## src/rtl/mac_sequencer.sv

```systemverilog
// mac_sequencer: streams len weight/input pairs from two RAMs into a MAC core and captures the dot-product.
// Define MAC_SEQ_ABORT_EN to add the abort input that cancels a running evaluation.
module mac_sequencer #(
   parameter int DATA_W = 8,
   parameter int ADDR_W = 8,
   parameter int LEN_W  = 8
) (
   input  logic              clk,
   input  logic              reset,
`ifdef MAC_SEQ_ABORT_EN
   input  logic              abort,
`endif
   input  logic              start,
   input  logic [LEN_W-1:0]  len,
   input  logic [ADDR_W-1:0] w_base,
   input  logic [ADDR_W-1:0] x_base,
   output logic              busy,
   output logic [DATA_W-1:0] result,
   output logic              result_valid,
   output logic              w_rd_en,
   output logic              x_rd_en,
   output logic [ADDR_W-1:0] w_addr,
   output logic [ADDR_W-1:0] x_addr,
   input  logic [DATA_W-1:0] w_rdata,
   input  logic [DATA_W-1:0] x_rdata,
   output logic [DATA_W-1:0] mac_weight,
   output logic [DATA_W-1:0] mac_in,
   output logic              mac_forget,
   output logic              mac_oe,
   output logic              mac_reset,
   input  logic [DATA_W-1:0] mac_out
);
   typedef enum logic [1:0] {IDLE, FETCH, DRAIN, CAPTURE} state_t;
   state_t state, state_nx;
   logic [LEN_W-1:0] len_q, cnt;
   logic [ADDR_W-1:0] wb, xb;
   logic rd_q, first_q, forget_q, abort_q, kill, accept, capture;
`ifdef MAC_SEQ_ABORT_EN
   assign kill = abort && state != IDLE;
`else
   assign kill = 1'b0;
`endif
   assign accept = start && state == IDLE;
   assign capture = state == CAPTURE && !kill;
   always_ff @(posedge clk)
      state <= reset ? IDLE : state_nx;
   always_comb begin
      state_nx = state;
      case (state)
         IDLE:    if (accept && len != '0) state_nx = FETCH;
         FETCH:   if (cnt + LEN_W'(1) == len_q) state_nx = DRAIN;
         DRAIN:   if (cnt == LEN_W'(1)) state_nx = CAPTURE;
         default: state_nx = IDLE;
      endcase
      if (kill) state_nx = IDLE;
   end
   // cnt restarts on every state change: pair index in FETCH, drain cycle in DRAIN
   always_ff @(posedge clk) begin
      if (reset) begin
         cnt <= '0;
         len_q <= '0;
         wb <= '0;
         xb <= '0;
         rd_q <= 1'b0;
         first_q <= 1'b0;
         forget_q <= 1'b0;
         abort_q <= 1'b0;
         result <= '0;
         result_valid <= 1'b0;
      end else begin
         cnt <= (state_nx != state) ? '0 : cnt + LEN_W'(1);
         if (accept) begin
            len_q <= len;
            wb <= w_base;
            xb <= x_base;
         end
         rd_q <= w_rd_en && !kill;
         first_q <= w_rd_en && cnt == '0 && !kill;
         forget_q <= first_q && !kill;
         abort_q <= kill;
         result_valid <= capture || (accept && len == '0);
         if (capture) result <= mac_out;
         else if (accept && len == '0) result <= '0;
      end
   end
   assign busy = state != IDLE;
   assign w_rd_en = state == FETCH;
   assign x_rd_en = w_rd_en;
   assign w_addr = w_rd_en ? wb + ADDR_W'(cnt) : '0;
   assign x_addr = x_rd_en ? xb + ADDR_W'(cnt) : '0;
   assign mac_weight = rd_q ? w_rdata : '0;
   assign mac_in = rd_q ? x_rdata : '0;
   assign mac_forget = forget_q;
   assign mac_oe = state == CAPTURE;
   assign mac_reset = reset || abort_q;
endmodule

```

## config.mk

```make
export PLATFORM = sky130hd
export DESIGN_NAME = mac_sequencer
export DESIGN_NICKNAME = d
export VERILOG_FILES = /design/src/rtl/mac_sequencer.sv
export SDC_FILE = /design/constraint.sdc
export NUM_CORES = 1
export LEC_CHECK = 0
export CELL_PAD_IN_SITES_DETAIL_PLACEMENT = 1
export CELL_PAD_IN_SITES_GLOBAL_PLACEMENT = 2
export CORE_MARGIN = 5
export CORE_UTILIZATION = 27
export CTS_BUF_LIST = sky130_fd_sc_hd__clkbuf_4
export CTS_CLUSTER_DIAMETER = 100
export DETAILED_ROUTE_END_ITERATION = 10
export GPL_TIMING_DRIVEN = 0
export MAX_ROUTING_LAYER = met4
export PLACE_DENSITY_LB_ADDON = 0.1
export RECOVER_POWER = 100
export SYNTH_ARGS = -nofsm -noshare
export SYNTH_HDL_FRONTEND = slang
export SYNTH_SLANG_ARGS = --single-unit
```

## constraint.sdc

```tcl
create_clock -name clk -period 4.1 [get_ports clk]
set_input_delay 1.025 -clock clk [delete_from_list [all_inputs] [get_ports clk]]
set_output_delay 1.025 -clock clk [all_outputs]
set_load 0.05 [all_outputs]
```

==> results by group <==
Flow run
  • Maxcap violations: 0

Floorplanning
  • Core ar.: 9640 um2
  • Die W: 109 um
  • Starting density of the core: 0.273
  • # IOs: 98
  • Number of core rows: 36
  • Area of the die: 11800 um2
  • Height of the chip: 109 um

Power and ir drop
  • P_sw: 555 uW
  • Flop pwr share: 0.413
  • Lkg Pwr: 0.00158 uW
  • Switching Share: 0.423
  • Cell-internal power: about 760 uW
  • Pwr/cell area: ~350 nW/um2
  • Clock power frac: 0.165
  • Worst VDD drop: approximately 0.16 mV
  • Comb power frac: 0.422

Setup path
  • Slowest cell delay on critical path: 810 ps
  • CP max FO: 10
  • Reg2Reg Depth: 6
  • Worst setup SP type: register
  • Data arrival time of the worst path: between 2000 and 3000 ps
  • Reg2Reg Launch Point: cnt[1]
  • Critical-path top delay cell: clkdlybuf4s50_1
  • RR Endpoint: cnt[7]
  • Reg2reg setup slack: ~1600 ps
  • Crit path kind: reg2out
  • Crit-path cells: ha_1 > fa_1 > a21o_1 > a21oi_1 > xnor2_1 > nor2_1 > clkdlybuf4s50_1
  • Crit path required time: approximately 3100 ps
  • CP Capture Type: output port

STA
  • Final hold slack: between 400 and 500 ps
  • Final Setup Violations: 0
  • Clock Skew: around 22 ps
  • Final hold vios: 0
  • RSZ-0062 raised after global routing: no
  • Setup tns final: 0 ps
  • Slew Limit Fails: 0
  • Tmin final: roughly 3900 ps
  • Worst-margin pin slew: ~820 ps
  • Slew margin rel.: 0.451
  • Fmax: 0.254 GHz
  • Final worst-path cycle share: 0.961

Hold path
  • WHS Path Cells: 1
  • Hold Path End: mac_forget
  • Hold Startpoint: first_q
  • Worst Hold Class: reg2reg

Drt
  • DR pass1 iterations: 4
  • Met1 wire length: ~4.1 mm
  • DRC viols: 0
  • DR vias: ~2600
  • Met2 routed WL: around 3.9 mm
  • Antenna Nets Post-Route: 0
  • Via density: ~4.6
  • Starting DRT DRC Count: 59
  • DR WL/cell: approximately 15 um
  • DR top layer: met4
  • Final wirelength: ~8.4 mm
  • WL met3: about 400 um

Logic synthesis
  • Cell Area, Synth: ~2600 um2
  • Mean Syn Cell Area: about 8.2 um2
  • EDFF count, synth: 0
  • Syn_nets: 392
  • YS warnings: 0
  • Sequential area share after synthesis: 0.350
  • Synth Flop Type: dfxtp_1
  • Synth cell types: 39
  • Gate Count Post-Synth: approximately 320
  • Yosys reg bits: between 40 and 50
  • FFs w/ async S/R, synth: 0

CTS
  • CTS HTree Levels: 2
  • Clock Path Buffers: 2
  • CTS Root Cell: clkbuf_4
  • Worst-Skew Late Latency: roughly 360 ps
  • CTS Buf Count: 5
  • Clk sinks: 46
  • Clock slew seen by the registers of the worst setup and hold paths: 150 ps
  • CTS tree: built
  • CTS hold repair buffers: 0

Global routing
  • Gr ovfl total: 0
  • Vias in the first global route: roughly 2800
  • Initial antenna violation count: 0
  • Largest net degree at the start of global routing: 15
  • First-pass GRT wire length: between 10 and 15 mm
  • Gr usage total: 0.150

Status
  • Status: complete, no violations

Finish
  • Nets: around 500
  • Fill count: about 1200
  • Share of layout cells above drive strength 1: 0.0328
  • ANT cells: 0
  • Area grow syn2layout: 43.9%

Place
  • IO Port Bufs: slightly below 100
  • RePlAce Congestion: roughly 0.73
  • HPWL Detailed: 6.64 mm
critical path, delay by kind of cell, from the launching register on:
family,cells,cell delay (ps)
DFF,1,480
xor gates and xnor gates,1,90
and+or+nand+nor,1,80
buffers and inverters,1,810
AOI/OAI and AO/OA,2,390
adders and majority gates,2,710
registers in the layout (all words and copies together), names as in the netlist:
| register | count |
|---|---|
| cnt | 8 |
| len_q | 8 |
| result | 8 |
| wb | 8 |
| xb | 8 |
| state | 2 |
| first_q | 1 |
| mac_forget | 1 |
| rd_q | 1 |
| result_valid | 1 |
what timing repair did:
action	in CTS	in global routing
setup endpoints to repair	4	5
setup buffers	0	0
gates resized for setup	5	6
hold endpoints to repair	0	0
gates cloned	0	0
layout by cell type (no fill, tap or decap), types with 3 or more instances in the layout:
master / n
and2_1: 21
a21oi_1: 33
a22oi_1: 8
xnor2_1: 14
o21ai_0: 5
ha_1: 17
clkdlybuf4s50_1: 49
a211o_1: 3
dfxtp_1: 46
a211oi_1: 10
nor3_1: 7
nand2_1: 63
nor2_1: 29
nand2b_1: 3
xor2_1: 6
inv_1: 9
dlygate4sd3_1: 41
clkbuf_1: 16
a21o_1: 4
clkbuf_4: 5
o211ai_1: 4
metrics by stage:
stage | worst slack (ps) | util | total power (uW) | instances | cell area (um2)
2_1_floorplan | 565 | - | 911 | 322 | 2630
3_3_place_gp | 139 | 0.391 | 1120 | 552 | 3770
3_5_place_dp | 135 | 0.391 | 1130 | 552 | 3770
4_1_cts | 4.18 | 0.396 | 1350 | 560 | 3820
5_1_grt | 31.3 | 0.393 | 1400 | 560 | 3790
6_report | 161 | 0.393 | 1310 | 560 | 3790
metal layers:
layer	GRT usage	up-vias
met2	0.256	72
met1	0.190	1216
met4	0.0216	0
met5	-	-
li1	-	1308
met3	0.0278	2
power groups by stage:
stage	clock network (uW)	logic, uW	registers (uW)
floorplan	0	370	541
global placement	0	567	551
detailed placement	0	580	553
CTS	226	581	543
global route	242	608	549
finish	217	553	542
synthesized netlist by cell type (all sizes together) (3+ instances only):
cell type	n	area [um2]
a22oi	8	60.1
o21ai	5	25.0
nor3	7	35.0
a21o	4	30.0
a211oi	10	75.1
clkbuf	12	45.0
a21oi	33	165
a211o	3	26.3
dfxtp	46	921
and2	21	131
xor2	6	52.6
nor2	29	109
o211ai	4	30.0
inv	9	33.8
xnor2	14	123
nand2b	3	18.8
ha	17	213
nand2	63	236
nand3	3	20.0
buf	3	18.8
cell families after synthesis:
family / after synthesis / synth area share
adder cells (fa/ha/maj): 19 / 0.0960
AND/OR/NAND/NOR: 137 / 0.241
flip-flops: 46 / 0.350
XOR/XNOR: 23 / 0.0932
multiplexers: 2 / 0.00760
buffers and inverters: 24 / 0.0371
AO/OA/AOI/OAI: 71 / 0.175
area by class of cell:
cell class | count | area, um2 | share of cell area
Sequential cell | 46 | 921 | 0.243
Multi-Input combinational cell | 252 | 1610 | 0.425
Timing Repair Buffer | 97 | 940 | 0.248
Tap cell | 133 | 166 | 0.0439
Buffer | 15 | 63.8 | 0.0168
Clock buffer | 5 | 37.5 | 0.00991
Inverter | 9 | 33.8 | 0.00892
Clock inverter | 3 | 16.3 | 0.00429
how the worst max path moves through the flow:
stage               startpoint   endpoint  slack [ps]  cells past startpoint
detailed placement      cnt[0]  w_addr[6]         130                      8
floorplan               cnt[0]  x_addr[6]         560                      7
CTS                     cnt[0]  w_addr[6]           4                      8
finish                  cnt[0]  w_addr[4]         160                      7
global route            cnt[0]  w_addr[4]          30                      7
global placement        cnt[0]  w_addr[6]         140                      8
Power figures use the tool's default switching activity.
